### src/rtl/flash_cmd_arbiter.sv
// -----------------------------------------------------------------------------
// flash_cmd_arbiter
//
// Shares one flash controller between three requesters (MCU, FPGA download,
// log write). A round-robin arbiter picks one requester, latches its command,
// strobes it to the controller, waits for the completion pulse matching the
// command class, then returns a one-cycle done pulse with a status code.
//
// Optional build macro: FLASH_ARB_TIMEOUT_EN
//   When defined, a 24-bit counter bounds the WAIT state to TIMEOUT_CYCLES
//   clocks and reports err=2 on expiry. When undefined, WAIT is unbounded.
//
// Ports
//   clk                  : 24 MHz clock, all logic on the rising edge
//   rst                  : asynchronous active-low reset
//   req[2:0]             : level requests (0 MCU, 1 FPGA download, 2 log write)
//   req_cmd0..2[31:0]    : per-requester command {opcode, parameter, data}
//   gnt[2:0]             : one-hot grant, held from ARB exit until DONE exit
//   cmd[31:0]            : latched command to the flash controller
//   start_trs            : one-cycle command strobe (ISSUE only)
//   end_read/_write/_erase : completion pulses from the controller
//   flash_cmd_incomplete : controller abort pulse
//   done[2:0]            : one-cycle completion pulse to the granted requester
//   err[1:0]             : status valid with done (0 ok, 1 incomplete,
//                          2 timeout, 3 bad opcode)
//   arb_busy             : high in every state except IDLE
// -----------------------------------------------------------------------------
module flash_cmd_arbiter #(
  parameter logic [23:0] TIMEOUT_CYCLES = 24'd12000000
) (
  input  logic        clk,
  input  logic        rst,
  input  logic [2:0]  req,
  input  logic [31:0] req_cmd0,
  input  logic [31:0] req_cmd1,
  input  logic [31:0] req_cmd2,
  output logic [2:0]  gnt,
  output logic [31:0] cmd,
  output logic        start_trs,
  input  logic        end_read,
  input  logic        end_write,
  input  logic        end_erase,
  input  logic        flash_cmd_incomplete,
  output logic [2:0]  done,
  output logic [1:0]  err,
  output logic        arb_busy
);

  typedef enum logic [2:0] {
    S_IDLE  = 3'd0,
    S_ARB   = 3'd1,
    S_ISSUE = 3'd2,
    S_WAIT  = 3'd3,
    S_DONE  = 3'd4
  } state_t;

  localparam logic [1:0] CLS_READ  = 2'd0;
  localparam logic [1:0] CLS_WRITE = 2'd1;
  localparam logic [1:0] CLS_ERASE = 2'd2;
  localparam logic [1:0] CLS_BAD   = 2'd3;

  localparam logic [1:0] ERR_OK      = 2'd0;
  localparam logic [1:0] ERR_INCOMPL = 2'd1;
  localparam logic [1:0] ERR_TIMEOUT = 2'd2;
  localparam logic [1:0] ERR_BADOP   = 2'd3;

  state_t      state_q, state_d;
  logic [2:0]  gnt_q, gnt_d;
  logic [31:0] cmd_q, cmd_d;
  logic [1:0]  err_q, err_d;
  logic [1:0]  cls_q, cls_d;
  logic [1:0]  gidx_q, gidx_d;
  logic [1:0]  last_q, last_d;
  logic [2:0]  req_snap_q, req_snap_d;

  logic [1:0]  win_idx;
  logic [31:0] win_cmd;
  logic [1:0]  win_cls;
  logic        match_end;
  logic        tmo_hit;

  // Round-robin pick: search starts at the index after the last grant and
  // wraps 2->0. The caller guarantees at least one request bit is set.
  function automatic logic [1:0] rr_pick(input logic [2:0] r, input logic [1:0] last);
    logic [1:0] first, second, third;
    case (last)
      2'd0:    begin first = 2'd1; second = 2'd2; third = 2'd0; end
      2'd1:    begin first = 2'd2; second = 2'd0; third = 2'd1; end
      default: begin first = 2'd0; second = 2'd1; third = 2'd2; end
    endcase
    if (r[first])       rr_pick = first;
    else if (r[second]) rr_pick = second;
    else                rr_pick = third;
  endfunction

  function automatic logic [1:0] op_class(input logic [7:0] op);
    case (op)
      8'hA1:   op_class = CLS_READ;
      8'hA2:   op_class = CLS_WRITE;
      8'hA3:   op_class = CLS_ERASE;
      default: op_class = CLS_BAD;
    endcase
  endfunction

  // Arbitration runs on the request snapshot taken when IDLE was left, so a
  // requester dropping req during the ARB cycle cannot produce an empty grant.
  always_comb begin
    win_idx = rr_pick(req_snap_q, last_q);
    case (win_idx)
      2'd0:    win_cmd = req_cmd0;
      2'd1:    win_cmd = req_cmd1;
      default: win_cmd = req_cmd2;
    endcase
    win_cls = op_class(win_cmd[31:24]);
  end

  // Only the completion pulse of the latched command class ends WAIT.
  assign match_end = ((cls_q == CLS_READ)  && end_read)  ||
                     ((cls_q == CLS_WRITE) && end_write) ||
                     ((cls_q == CLS_ERASE) && end_erase);

`ifdef FLASH_ARB_TIMEOUT_EN
  logic [23:0] tmo_cnt_q;

  // Cleared during ISSUE so it reads zero on the first WAIT cycle.
  always_ff @(posedge clk or negedge rst) begin
    if (!rst) begin
      tmo_cnt_q <= 24'd0;
    end else if (state_q == S_ISSUE) begin
      tmo_cnt_q <= 24'd0;
    end else if (state_q == S_WAIT) begin
      tmo_cnt_q <= tmo_cnt_q + 24'd1;
    end
  end

  assign tmo_hit = (state_q == S_WAIT) && (tmo_cnt_q == TIMEOUT_CYCLES - 24'd1);
`else
  logic unused_timeout_param;

  assign unused_timeout_param = ^TIMEOUT_CYCLES;
  assign tmo_hit              = 1'b0;
`endif

  always_comb begin
    state_d    = state_q;
    gnt_d      = gnt_q;
    cmd_d      = cmd_q;
    err_d      = err_q;
    cls_d      = cls_q;
    gidx_d     = gidx_q;
    last_d     = last_q;
    req_snap_d = req_snap_q;
    case (state_q)
      S_IDLE: begin
        if (req != 3'b000) begin
          req_snap_d = req;
          state_d    = S_ARB;
        end
      end
      S_ARB: begin
        gidx_d = win_idx;
        gnt_d  = 3'b001 << win_idx;
        cmd_d  = win_cmd;
        cls_d  = win_cls;
        if (win_cls == CLS_BAD) begin
          err_d   = ERR_BADOP;
          state_d = S_DONE;
        end else begin
          state_d = S_ISSUE;
        end
      end
      S_ISSUE: begin
        state_d = S_WAIT;
      end
      S_WAIT: begin
        // Completion outranks both abort and timeout in the same cycle.
        if (match_end) begin
          err_d   = ERR_OK;
          state_d = S_DONE;
        end else if (flash_cmd_incomplete) begin
          err_d   = ERR_INCOMPL;
          state_d = S_DONE;
        end else if (tmo_hit) begin
          err_d   = ERR_TIMEOUT;
          state_d = S_DONE;
        end
      end
      S_DONE: begin
        last_d  = gidx_q;
        gnt_d   = 3'b000;
        state_d = S_IDLE;
      end
      default: begin
        state_d = S_IDLE;
        gnt_d   = 3'b000;
      end
    endcase
  end

  // last_q resets to 2 so requester 0 wins the first arbitration.
  always_ff @(posedge clk or negedge rst) begin
    if (!rst) begin
      state_q    <= S_IDLE;
      gnt_q      <= 3'b000;
      cmd_q      <= 32'd0;
      err_q      <= ERR_OK;
      cls_q      <= CLS_READ;
      gidx_q     <= 2'd0;
      last_q     <= 2'd2;
      req_snap_q <= 3'b000;
    end else begin
      state_q    <= state_d;
      gnt_q      <= gnt_d;
      cmd_q      <= cmd_d;
      err_q      <= err_d;
      cls_q      <= cls_d;
      gidx_q     <= gidx_d;
      last_q     <= last_d;
      req_snap_q <= req_snap_d;
    end
  end

  assign gnt       = gnt_q;
  assign cmd       = cmd_q;
  assign err       = err_q;
  assign start_trs = (state_q == S_ISSUE);
  assign done      = (state_q == S_DONE) ? gnt_q : 3'b000;
  assign arb_busy  = (state_q != S_IDLE);

endmodule
### config.mk
export PLATFORM = sky130hd
export DESIGN_NAME = flash_cmd_arbiter
export DESIGN_NICKNAME = d
export VERILOG_FILES = /design/src/rtl/flash_cmd_arbiter.sv
export SDC_FILE = /design/constraint.sdc
export NUM_CORES = 1
export LEC_CHECK = 0
export CAP_MARGIN = 20
export CORE_ASPECT_RATIO = 0.6
export CORE_MARGIN = 2
export CORE_UTILIZATION = 41
export DETAILED_ROUTE_END_ITERATION = 10
export GPL_ROUTABILITY_DRIVEN = 1
export MAX_ROUTING_LAYER = met4
export PLACE_DENSITY = 0.86
export SLEW_MARGIN = 10
export SYNTH_ARGS = -nofsm -noshare
export SYNTH_HDL_FRONTEND = slang
export SYNTH_SLANG_ARGS = --single-unit
### constraint.sdc
create_clock -name clk -period 5.3 [get_ports clk]
set_clock_uncertainty 0.15 [all_clocks]
set_input_delay 1.325 -clock clk [delete_from_list [all_inputs] [get_ports clk]]
set_output_delay 1.325 -clock clk [all_outputs]
set_load 0.05 [all_outputs]
After elaboration in Yosys (flattened, before gate mapping)
Cells that the tools add are included.
Widths: inputs -> output; s select.
- flip-flop bits (word level): 49
- input port bits: 105
- output and inout port bits: 42
- logic and storage cells: 64
- $lt $le $gt $ge: 2
- equal/unequal tests: 15
- shifts and indexed selects: 1
- multiplexer cells: 22
- reductions and logical operators: 16
- operators with widths (cell ; count):
    $pmux 32 s2 ; 1
    $eq 8x8->1 const B ; 3
    $pmux 2 s2 ; 4
    $mux 3 ; 5
    $pmux 3 s4 ; 1
    $mux 2 ; 5
    $eq 2x1->1 const B ; 3
    $eq 3x2->1 const B ; 2
    $logic_not 2->1 ; 3
    $lt 2x3->1 const B ; 2
    $pmux 2 s3 ; 1
    $pmux 3 s2 ; 1
    $reduce_bool 3->1 ; 2
    $bmux 1 s2 ; 2
    $eq 2x2->1 const B ; 2
    $ne 2x2->1 const B ; 2
    $reduce_and 2->1 ; 2
    $eq 3x1->1 const B ; 1
    $eq 3x3->1 const B ; 1
    $logic_and 1x1->1 ; 3
    $logic_not 3->1 ; 1
    $ne 3x3->1 const B ; 1
    $reduce_and 3->1 ; 1
    $reduce_or 3->1 ; 1
    4 further kinds ; 6

Logic depth before layout (Yosys ltp)
Gate-level depths: netlist of the first run.
- depth in word-level cells: 13
- gate-level depth with buffers: 8
- depth with buffers taken out: 6

Worst setup path before layout of the first run
No wires, ideal clock.
- path type: reg2out
- from: register state_q[2]
- to: output start_trs
- arrival time: 1.599 ns
- required time: 3.825 ns
- setup slack: 2.226 ns
- stages on the path, launching flop included: 3
- path buffers: 1
- path through: dfrtp_1 -> clkbuf_1 -> nor3_1
- word-level cells in the longest chain between the ends: 1
- RTL lines (element ; line ; source):
    start, declared ; 67 ; state_t state_q, state_d;
    start signal, assigned ; 212 ; state_q <= state_d;
    $eq 3x2->1 ; 226 ; assign start_trs = (state_q == S_ISSUE);
    end, declared ; 39 ; output logic start_trs,
Every way passes these cells.

Final worst setup path of the first run
- from: register state_q[1]
- to: output done[0]
- word-level cells in the longest chain between the ends: 2
- RTL lines (element ; line ; source):
    $eq 3x3->1 ; 227 ; assign done = (state_q == S_DONE) ? gnt_q : 3'b000;
    $mux 3 ; 227 ;
    end, declared ; 44 ; output logic [2:0] done,
Every way passes these cells.

==> results of run 1 <==
## kinds of logic after synthesis
| group | synth area share |
|---|---|
| simple gates | 0.1671 |
| flops | 0.4907 |
| mux | 0.01651 |
| buf+inv | 0.04452 |
| compound gates | 0.2776 |
| xor+xnor | 0.003502 |
## cells in the mapped netlist (all sizes together) (2+ instances only)
| master | count |
|---|---|
| dfrtp | 48 |
| o21ai | 38 |
| nand2 | 36 |
| a222oi | 28 |
| nor2 | 20 |
| clkbuf | 12 |
| inv | 8 |
| and2 | 7 |
| a21oi | 6 |
| buf | 6 |
| a31oi | 5 |
| a22o | 4 |
| nor3 | 4 |
| o21bai | 4 |
| a221oi | 3 |
| mux2i | 3 |
| or3 | 3 |
| and3 | 2 |
| nand2b | 2 |
| nand3 | 2 |
| nand3b | 2 |
| nand4 | 2 |
| nor4 | 2 |
| or2 | 2 |
## worst max path at each step
stage	from	end	slack (ns)	cells after the start
after detailed placement	req_cmd0[27]	err[0]	1.72	6
final	state_q[1]	done[0]	1.65	4
after global placement	req_cmd0[28]	err[0]	1.84	6
after floorplan	state_q[2]	start_trs	2.23	2
after global routing	state_q[2]	arb_busy	1.54	3
after CTS	state_q[1]	done[0]	1.64	4
## critical path, cell delays in order (launching register included)
cell and delay (ns):
dfrtp_1 0.45, inv_1 0.16, and3_1 0.30, and2_1 0.17
clkdlybuf4s50_1 0.80
## power by group through the flow
stage	logic, W	registers, W	clock network [W]
2_1_floorplan	0.000817	0.00108	0
6_report	0.00177	0.000680	0.000220
3_3_place_gp	0.00173	0.000675	0
3_5_place_dp	0.00177	0.000686	0
4_1_cts	0.00177	0.000679	0.000227
5_1_grt	0.00191	0.000702	0.000245
## metal layers
layer | vias to the layer above | track usage | share of wire
li1 | 1276 | - | -
met1 | 1279 | 0.3397 | 0.44
met2 | 138 | 0.3726 | 0.45
met3 | 2 | 0.06740 | 0.10
met4 | 0 | 0.03500 | 0.0020
met5 | - | - | 0
## layout make-up
type | instances | area [µm²] | share of cell area
inverter | 8 | 30.03 | 0.007333
multi-input combinational | 188 | 1164 | 0.2841
clock inverter | 3 | 21.27 | 0.005194
tap | 80 | 100.1 | 0.02444
clock buffer | 5 | 68.82 | 0.01680
timing repair buffer | 148 | 1484 | 0.3624
sequential | 49 | 1227 | 0.2997
## stage by stage
step           std cells  cell area, µm²  setup WS (ns)  hold slack, ns  total power, W
3_5_place_dp         472            3985          1.716          0.3196        0.002454
4_1_cts              480            4075          1.641          0.3409        0.002677
5_1_grt              481            4095          1.542          0.3672        0.002853
2_1_floorplan        263            2501          2.226          0.2961        0.001900
3_3_place_gp         472            3985          1.842          0.3103        0.002401
6_report             481            4095          1.654          0.3352        0.002670
## state kept, by name (all words and copies together) (netlist names)
signal	flops
cmd	32
gnt	3
req_snap_q	3
state_q	3
cls_q	2
err	2
gidx_q	2
last_q	2
==> results.py, run 1 <==
metrics = {
    "sta": {
        "fmax_mhz": 274.3,
        "timing.slew.headroom": 0.3074,
        "hold_violations": 0,
        "post-route-period-util": 0.6879,
        "drv_slew": 0,
        "rsz0062_at_grt": "no",
        "final.min_clock_period_ns": 3.646,
        "finalSetupTns_ns": 0,
        "tightestPinTransition_ns": 1.029,
        "finalSetupViolations": 0,
    },
    "die": {
        "die_w_um": 104.8,
        "ios": 147,
        "coreArea_um2": 5728,
        "die_h_um": 64.50,
        "num_rows": 21,
        "initial_core_util": 0.4367,
        "die_area_um2": 6762,
    },
    "clock_network": {
        "tritoncts": "done",
        "cts_max_level": 2,
        "numCtsBuffers": 5,
        "path_clk_slew_ns": 0.09,
        "clock_latency_ns": 0.29,
        "hold_buffers": 0,
        "postCtsSetupBuffers": 0,
        "cts-resized-gates": 0,
        "clock_path_buffers": 2,
        "clk_root_buffer_cell": "clkbuf_8",
        "cts_sinks": 49,
    },
    "synthesis": {
        "avgSynthCellArea_um2": 9.510,
        "synth_top_area_frac": 0.4802,
        "synthCells": 263,
        "synth-async-reset-ratio": 1.000,
        "synth_area_leader_cell": "dfrtp_1",
        "synth_seq_area_share": 0.4907,
        "ys_ff_latch": 49,
        "synth_area_um2": 2501,
        "yosys_warnings": 0,
        "synth_cell_types": 42,
        "synth_area_leaders": "dfrtp_1 48%, a222oi_1 11%, o21ai_0 7.2%, nand2_1 5.4%, nor2_1 3.0%",
        "synthFlopType": "dfrtp_1",
        "synth_edf_count": 0,
        "syn-num-nets": 368,
    },
    "setup_path": {
        "cp.arrival_ns": 2.17,
        "critPathCaptureType": "output pin",
        "path_class": "reg -> out",
        "timing.rr.end": "err[0]",
        "reg2reg_from": "last_q[1]",
        "critPathLaunchType": "flip-flop",
        "crit_fanout": 6,
        "regToRegSetupSlack_ns": 2.55,
        "cp_data_required_time_ns": 3.83,
        "ff2ff_path_depth": 6,
    },
    "power": {
        "ir_worst_vdd_mv": 0.3504,
        "combPwrFrac": 0.663,
        "seq_power_share": 0.255,
        "swShare": 0.5240,
        "intPower_w": 0.001271,
        "leakagePower_nw": 1.672,
        "clkPwrFrac": 0.082,
        "p_switching_w": 0.001399,
        "power_density_nw_per_um2": 652.0,
    },
    "global_routing": {
        "antenna_found_initial": 0,
        "grt_pass1_wl_um": 12850,
        "grt_start_max_net_pins": 59,
        "grt_pass1_vias": 2496,
        "overflow": 0,
        "track_usage": 0.2459,
    },
    "drt": {
        "via_count": 2695,
        "firstDrtPassIters": 6,
        "ant_nets": 0,
        "routedWlPerCell_um": 16.85,
        "drc": 0,
        "via_per_inst": 5.603,
        "routed_wl_um": 8106,
        "drt_iter0_markers": 254,
    },
    "cells_and_area": {
        "fin_util": 0.7149,
        "nets": 505,
        "final_common_cell": "clkdlybuf4s50_1",
        "final_layout_size_suffix_gt1_frac": 0.04988,
        "area_delta_synth_final_pct": 63.73,
        "final_cell_mix": "145 x clkdlybuf4s50_1, 48 x dfrtp_1, 36 x nand2_1, 36 x o21ai_0, 28 x a222oi_1",
        "num-fill-cells": 453,
        "diodes": 0,
    },
    "min_path": {
        "holdCritStartpoint": "cmd[19]",
        "holdPathStages": 2,
        "hold_end": "cmd[19]",
        "hold_path.class": "reg -> reg",
    },
    "flow_run": {
        "maxCapViolCount": 0,
    },
    "run_status": {
        "status": "completed",
    },
    "place": {
        "numPortBuffers": 146,
        "dp_hpwl_um": 6135,
        "gp_congestion": 0.8927,
    },
}
No activity file was read; power rests on OpenSTA's default activity.
==> run 2: changes to the inputs <==
--- a/config.mk
+++ b/config.mk
@@ -8,11 +8,11 @@
 export CAP_MARGIN = 20
 export CORE_ASPECT_RATIO = 0.6
 export CORE_MARGIN = 2
-export CORE_UTILIZATION = 41
+export CORE_UTILIZATION = 38
 export DETAILED_ROUTE_END_ITERATION = 10
 export GPL_ROUTABILITY_DRIVEN = 1
 export MAX_ROUTING_LAYER = met4
-export PLACE_DENSITY = 0.86
+export PLACE_DENSITY = 0.81
 export SLEW_MARGIN = 10
 export SYNTH_ARGS = -nofsm -noshare
 export SYNTH_HDL_FRONTEND = slang
==> constraint.sdc (replaced) <==
create_clock -name clk -period 3.6 [get_ports clk]
set_clock_uncertainty 0.15 [all_clocks]
set_input_delay 0.9 -clock clk [delete_from_list [all_inputs] [get_ports clk]]
set_output_delay 0.9 -clock clk [all_outputs]
set_load 0.05 [all_outputs]
==> results.py, run 2 (same netlist as run 1, synthesis figures left out) <==
metrics = {
    "die": {
        "die_area_um2": 7268,
        "die_w_um": 108.7,
        "initial_core_util": 0.4003,
        "die_h_um": 66.84,
        "ios": 147,
        "num_rows": 22,
        "coreArea_um2": 6248,
    },
    "place": {
        "gp_congestion": 0.8588,
        "numPortBuffers": 146,
        "dp_hpwl_um": 6143,
        "placed_area_um2": 3990,
        "placedCellCount": 476,
    },
    "setup_path": {
        "startpoint": "state_q[1]",
        "regToRegSetupSlack_ns": 0.88,
        "critPathLaunchType": "flip-flop",
        "worst_path_max_delay_cell": "clkdlybuf4s50_1",
        "cp_data_required_time_ns": 2.55,
        "crit_fanout": 6,
        "critPathCaptureType": "output pin",
        "timing.rr.end": "err[0]",
        "max_stage_delay_ns": 0.80,
        "ff2ff_path_depth": 6,
        "reg2reg_from": "last_q[1]",
        "cp.arrival_ns": 2.20,
        "path_class": "reg -> out",
        "crit_end": "done[0]",
        "path_cells": "inv_1 -> and3_1 -> and2_1 -> clkdlybuf4s50_1",
    },
    "global_routing": {
        "use_met2": 0.3508,
        "busiest_layer": "met2",
        "overflow": 0,
        "use_met1": 0.2987,
        "grtUsageMet3": 0.06751,
        "grt_pass1_wl_um": 12160,
        "track_usage": 0.2247,
        "antenna_found_initial": 0,
        "grt_start_max_net_pins": 59,
        "grt_pass1_vias": 2445,
    },
    "power": {
        "ir_worst_vdd_mv": 0.5039,
        "leakagePower_nw": 1.662,
        "power_density_nw_per_um2": 955.4,
        "power_w": 0.003892,
    },
    "sta": {
        "hold_violations": 0,
        "timing.slew.headroom": 0.3447,
        "tightestPinTransition_ns": 0.9739,
        "rsz0062_at_grt": "no",
        "finalSetupViolations": 0,
        "drv_slew": 0,
        "fin_hold_ws_ns": 0.3306,
        "finalSetupTns_ns": 0,
        "fmax_mhz": 308.1,
        "post-route-period-util": 0.9015,
        "final.min_clock_period_ns": 3.245,
    },
    "drt": {
        "routed_wl_um": 8039,
        "drc": 0,
        "ant_nets": 0,
        "routedWlPerCell_um": 16.61,
        "drt_iter0_markers": 241,
        "firstDrtPassIters": 9,
        "via_per_inst": 5.517,
        "via_count": 2670,
    },
    "cells_and_area": {
        "area_delta_synth_final_pct": 62.88,
        "diodes": 0,
        "final_cells": 484,
        "final_common_cell": "clkdlybuf4s50_1",
        "nets": 504,
        "final_cell_mix": "145 x clkdlybuf4s50_1, 48 x dfrtp_1, 36 x nand2_1, 36 x o21ai_0, 28 x a222oi_1",
        "design_area_um2": 4074,
        "largest_reg_flops": 32,
        "final_layout_size_suffix_gt1_frac": 0.04250,
    },
    "clock_network": {
        "numCtsBuffers": 5,
        "cts-resized-gates": 0,
        "clock_path_buffers": 2,
        "postCtsSetupBuffers": 0,
        "path_clk_slew_ns": 0.09,
        "cts_max_level": 2,
        "tritoncts": "done",
        "hold_buffers": 0,
        "clk_root_buffer_cell": "clkbuf_8",
        "clock_latency_ns": 0.29,
        "cts_sinks": 49,
    },
    "run_status": {
        "status": "completed",
    },
    "flow_run": {
        "maxCapViolCount": 0,
    },
    "min_path": {
        "hold_path.class": "reg -> reg",
    },
}
[run 2: how the worst min path moves through the flow]
| stage | end | slack, ns | start | depth (start not counted) |
|---|---|---|---|---|
| after detailed placement | gidx_q[1] | 0.32 | gidx_q[1] | 2 |
| after global placement | cmd[22] | 0.31 | cmd[22] | 2 |
| after global routing | cmd[29] | 0.36 | cmd[29] | 2 |
| after floorplan | gidx_q[1] | 0.30 | gidx_q[1] | 2 |
| final | cmd[1] | 0.33 | cmd[1] | 2 |
| after CTS | cmd[29] | 0.34 | cmd[29] | 2 |
[run 2: layout make-up]
cell class	count	area, µm²
fillers	542	2175
repair buffers	147	1466
flip-flops and latches	49	1227
multi-input cells	188	1164
well taps	84	105.1
clock buffers	7	76.32
inverters	8	30.03
clock inverters	1	5.005
[run 2: layer usage]
layer | routed length (µm) | up-vias
met5 | 0 | -
met4 | 12 | 0
met3 | 939 | 2
met2 | 3606 | 157
met1 | 3481 | 1239
li1 | - | 1272
[run 2: worst max-delay path, delay by kind of cell (launching register included)]
family,cells,cell delay [ns]
DFF,1,0.45
and+or+nand+nor,2,0.48
buffers and inverters,2,0.97
[run 2: through the flow]
stage / worst slack [ns] / util
5_1_grt: 0.2356 / 0.6520
2_1_floorplan: 0.9508 / -
6_report: 0.3546 / 0.6520
3_5_place_dp: 0.4541 / 0.6386
4_1_cts: 0.3550 / 0.6516
3_3_place_gp: 0.5367 / 0.6386
[run 2: power by group]
| part | leakage [nW] | switching, W | internal (W) |
|---|---|---|---|
| clock network | 0.0422 | 0.000167 | 0.000137 |
| registers | 0.591 | 0.000187 | 0.000811 |
| logic | 1.03 | 0.00167 | 0.000920 |
| total | 1.66 | 0.00202 | 0.00187 |
==> run 3: changes to the inputs <==
==> constraint.sdc (replaced) <==
create_clock -name clk -period 3.7 [get_ports clk]
set_clock_uncertainty 0.15 [all_clocks]
set_input_delay 0.925 -clock clk [delete_from_list [all_inputs] [get_ports clk]]
set_output_delay 0.925 -clock clk [all_outputs]
set_load 0.05 [all_outputs]
==> results of run 3 <==
The final DEF is identical to that of run 2. Status: completed.
Among the figures that moved: setup slack after placement 0.4541 ns -> 0.5291 ns; setup slack after layout 0.3546 ns -> 0.4296 ns; register-to-register setup slack 0.88 ns -> 0.98 ns; total power 0.003892 W -> 0.003787 W; worst IR drop on VDD 0.5039 mV -> 0.4903 mV
==> RTL edit 1 (config.mk and constraints of run 2) <==
Build with the macro `FLASH_ARB_TIMEOUT_EN` defined.
--- a/src/rtl/flash_cmd_arbiter.sv
+++ b/src/rtl/flash_cmd_arbiter.sv
@@ -25,6 +25,8 @@
 //                          2 timeout, 3 bad opcode)
 //   arb_busy             : high in every state except IDLE
 // -----------------------------------------------------------------------------
+`define FLASH_ARB_TIMEOUT_EN
+
 module flash_cmd_arbiter #(
   parameter logic [23:0] TIMEOUT_CYCLES = 24'd12000000
 ) (
Behaviour: same outputs for any inputs over 10 cycles, from zero or initial values and one cycle with rst low; that may be too few to reach the edited logic, so the function may still have changed.
==> RTL edit 1 against run 2 <==
  * Setup slack lost 0.15 ns
  * Critical endpoint unchanged
  * Count of clock-buffer cells in the layout grew 2
  * Synthesized area grew 49%
  * Global-route usage shrank 0.42 points
  * Total power grew 29%
  * Utilization shrank 4.7 points
  * Sequential cell count grew 24
  * Sequential share of layout area grew 2.3 points
  * Final area grew 39%
  * Die area grew 46%
  * Largest cell class is now sequential cells
  * Routed wire length grew 37%
==> RTL edit 1: results (changes against run 2) <==
* Sequential cell area at 0.001828 mm2 (+49%)
* Power Sequential at 1280 uW (+28%)
* DPL Wire Length at 8303 um (+35%)
* R2r startpoint: req_snap_q[0]
* Power Combinational at 2700 uW (+4%)
* Synth top area cells: dfrtp_1, a222oi_1, nand2_1, o21ai_0, nor2_1
* Area Growth Syn to Fin at 51.78%
* Crit path DAT at 2.35 ns (+0.15 ns)
* Non-clock inverters at 14 (+6)
* Placer Congestion at 0.8589 (about the same)
* Cells after Synth at 388 (+48%)
* Total power at 5007 uW (+29%)
* Post-synthesis mux area share at 0.02322 (+0.006708)
* Starting DRT DRC Count at 336 (+39%)
* Reg-to-reg critical path endpoint: state_q[1]
* Seq/Total Area, Yosys at 0.4916 (+0.0008428)
* CTS H-Tree Depth at 3 (+1)
* Leakage at 0.002388 uW (+44%)
* DR pass1 iterations at 8 (-1)
* Vias in the first global route at 3,601 (+47%)
* Post-synth top cells: dfrtp_1, nand2_1, o21ai_0
* Met2 routed WL at 5106 um (+42%)
* Clock sink count at 73 (+49%)
* Share of cells above drive strength 1 at 0.06530 (+0.02280)
* Buffer share of cell area at 0.2687 (-0.09128)
* Worst-Skew Late Latency at 0.34 ns (+0.05 ns)
* TritonCTS buffer count at 9 (+4)
* Fillers at 796 (+47%)
* Pre-CTS WS at 0.5132 ns (+0.05916 ns)
* GRT Total Usage at 0.2205 (-0.004179)
* Adder-cell share of the synthesized area at 0.003365 (+0.003365)
* First-pass GRT wire length at 17,880 um (+47%)
* Vias per Instance at 5.488 (-0.52%)
* Layout clock buffers at 9 (+2)
* Status: finished clean
* Clock-cell share of area at 0.06096 (+0.04100)
## RTL edit 1: cell count changes after synthesis, sizes merged, moves of 3 or more
| cell | change |
|---|---|
| clkbuf | +4 |
| dfrtp | +24 |
| inv | +6 |
| mux2 | +4 |
| nand2 | +16 |
| nand2b | +3 |
| nand3 | +7 |
| nand4 | +7 |
| nor2 | +15 |
| nor2b | +8 |
| nor3 | +4 |
| nor4 | +3 |
| xnor2 | +9 |
| xor2 | +9 |
## RTL edit 1: per-layer routing
layer  GRT usage  up-vias
met5           -        -
met1      0.2821     1758
li1            -     1717
met3     0.05619       14
met2      0.3471      166
met4     0.07174        0
## RTL edit 1: worst reg2reg max path: stages, from the launching register on
cell      delay (ns)
dfrtp_1         0.53
nor2_1          0.08
a22o_1          0.35
buf_4           0.28
a222oi_1        0.58
nand2_1         0.24
a311o_1         0.40
==> RTL edit 2 (settings of run 2) <==
Made on the original files. Register the output `err` once more, without a reset; this adds one clock of latency there. The other outputs are not delayed to match.
--- a/src/rtl/flash_cmd_arbiter.sv
+++ b/src/rtl/flash_cmd_arbiter.sv
@@ -222,7 +222,9 @@
 
   assign gnt       = gnt_q;
   assign cmd       = cmd_q;
-  assign err       = err_q;
+  always_ff @(posedge clk) begin
+    err <= err_q;
+  end
   assign start_trs = (state_q == S_ISSUE);
   assign done      = (state_q == S_DONE) ? gnt_q : 3'b000;
   assign arb_busy  = (state_q != S_IDLE);
Check against the original RTL: not equivalent (Yosys sat finds a counterexample within 4 cycles, from zero or initial values and one cycle with rst low).
==> RTL edit 2 against run 2 <==
  * Clock power rose by 40%
  * Setup slack got worse by 0.22 ns
  * Non-clock buffer count rose by 6
  * Routed wire length fell by 5.2%
  * Final area rose by 1.1%
  * Critical path depth fell by 1
  * Sequential cell count rose by 2
  * Total power rose by 4.5%
  * Synthesized area fell by 2.5%
  * Critical path type unchanged
==> RTL edit 2: results (changes against run 2) <==
* Post-synth top cells: dfrtp_1, nand2_1, o21ai_0
* Nets@finish at 489 (-3.0%)
* Worst Path Max Fanout at 11 (+5)
* Rel. slew slack at 0.4903 (+0.1456)
* DR pass1 iterations at 8 (-1)
* Starting DRT DRC Count at 218 (-9.5%)
* Ant diodes at 0 (unchanged)
* Unique masters post-synth at 40 (-4.8%)
* Max Cap Viol at 0 (unchanged)
* Share of cells above drive strength 1 at 0.07792 (+0.03542)
* Max FFs per register at 32 (unchanged)
* WL/cell at 16.25 um (-2.2%)
* Placer Congestion at 0.7913 (-7.9%)
* CP delay by family, top: buffers and inverters
* WHS at 0.2293 ns (-0.1013 ns)
* CP max stage delay at 0.80 ns (about the same)
* CTS Root Buffer Type: clkbuf_8
* Worst min path class: reg2reg
* CP max-delay cell: clkdlybuf4s50_1
* Vias at 2,519 (-5.7%)
* Sw power at 2026 uW (+0.12%)
* First-pass GRT wire length at 11,850 um (-2.5%)
* R2R Setup Slk at 0.75 ns (-0.13 ns)
* Setup bufs post-CTS at 0 (unchanged)
* Peak VDD IR at 492.4 uV (-2.3%)
* Largest net degree at the start of global routing at 67 (+14%)
* Pre-CTS WS at 0.4190 ns (-0.03505 ns)
* Synth Net Count at 349 (-5.2%)
* Crit path DAT at 2.42 ns (+0.22 ns)
* Worst-Skew Late Latency at 0.30 ns
* TritonCTS buffer count at 5 (unchanged)
* Worst-path clk slew at 0.10 ns
* Synth top area cells: dfrtp_1, a222oi_1, o21ai_0, nand2_1, clkbuf_1
* CTS H-Tree Depth at 2 (unchanged)
* GRT Total Usage at 0.2225 (-0.002194)
* # port buffers at 146 (unchanged)
* FMAX at 288.6 MHz (-6.4%)
* Ys async rst share at 0.9608 (-0.03922)
* Seq/Total Area, Yosys at 0.5195 (+0.02874)
* Initial antenna violation count at 0 (unchanged)
* CTS Buffer Depth at 2 (unchanged)
* Status: finished clean
* PostCTS Resize Cnt at 0 (unchanged)
* Leakage at 0.001657 uW (-0.29%)
* Yosys Warn Count at 0 (unchanged)
* Leading register cell type out of synthesis: dfrtp_1
* Vias in the first global route at 2,390 (-2.2%)
* DPL Wire Length at 5862 um (-4.6%)
==> RTL edit 2: cell count changes after synthesis, moves of 3 or more <==
cell / run 2 / this run
a221oi_1: 3 / 0
and2_1: 7 / 3
inv_1: 8 / 3
nand2_1: 36 / 40
nand2b_1: 2 / 6
nor2_1: 20 / 10
o21bai_1: 4 / 0
o221a_2: 0 / 3
or3_1: 3 / 0
==> RTL edit 2: cell families (layout without fill, tap and decap cells) <==
logic type,Yosys count,after routing,share of synthesized area
AO/OA/AOI/OAI,91,91,0.2774
XOR/XNOR,1,1,0.003590
buffers and inverters,24,165,0.04359
flip-flops,51,51,0.5195
multiplexers,5,5,0.02205
AND/OR/NAND/NOR,72,72,0.1338
==> RTL edit 2: worst paths after layout <==
path	start	cells after the start	to
setup / recovery	state_q[2]	3	done[0]
max in group asynchronous	rst	2	cmd[21]
hold / removal	err_q[1]	0	err[1]
min in group asynchronous	rst	1	cmd[0]
setup reg to reg	req_snap_q[1]	8	state_q[1]
hold reg to reg	err_q[1]	0	err[1]
==> RTL edit 2: final cells by class <==
| type | count | area [um2] |
|---|---|---|
| Multi-Input combinational cell | 169 | 1087 |
| Timing Repair Buffer | 153 | 1521 |
| Sequential cell | 51 | 1267 |
| Fill cell | 507 | 2048 |
| Clock inverter | 2 | 38.79 |
| Inverter | 4 | 15.01 |
| Tap cell | 84 | 105.1 |
| Clock buffer | 6 | 82.58 |
==> RTL edit 2: power groups by stage <==
| stage | sequential (uW) | clock (uW) | combinational, uW |
|---|---|---|---|
| floorplan | 1600 | 0 | 1170 |
| global placement | 1010 | 0 | 2570 |
| detailed placement | 1030 | 0 | 2620 |
| CTS | 1020 | 433 | 2630 |
| global route | 1050 | 467 | 2820 |
| finish | 1010 | 425 | 2630 |
==> RTL edit 2: per-stage QoR <==
step | std cells | utilization | instance area, um2
5_1_grt | 469 | 0.6678 | 4118
6_report | 469 | 0.6678 | 4118
3_3_place_gp | 460 | 0.6449 | 3976
4_1_cts | 468 | 0.6646 | 4098
2_1_floorplan | 244 | - | 2440
3_5_place_dp | 460 | 0.6449 | 3976
==> RTL edit 2: metal layers <==
| layer | vias to the layer above | routed length (um) | share of wire | track usage |
|---|---|---|---|---|
| met5 | - | 0 | 0 | - |
| met1 | 1205 | 3379 | 0.44 | 0.2810 |
| li1 | 1215 | - | - | - |
| met2 | 95 | 3623 | 0.48 | 0.3742 |
| met4 | 0 | 34 | 0.0045 | 0.03365 |
| met3 | 4 | 582 | 0.076 | 0.05714 |
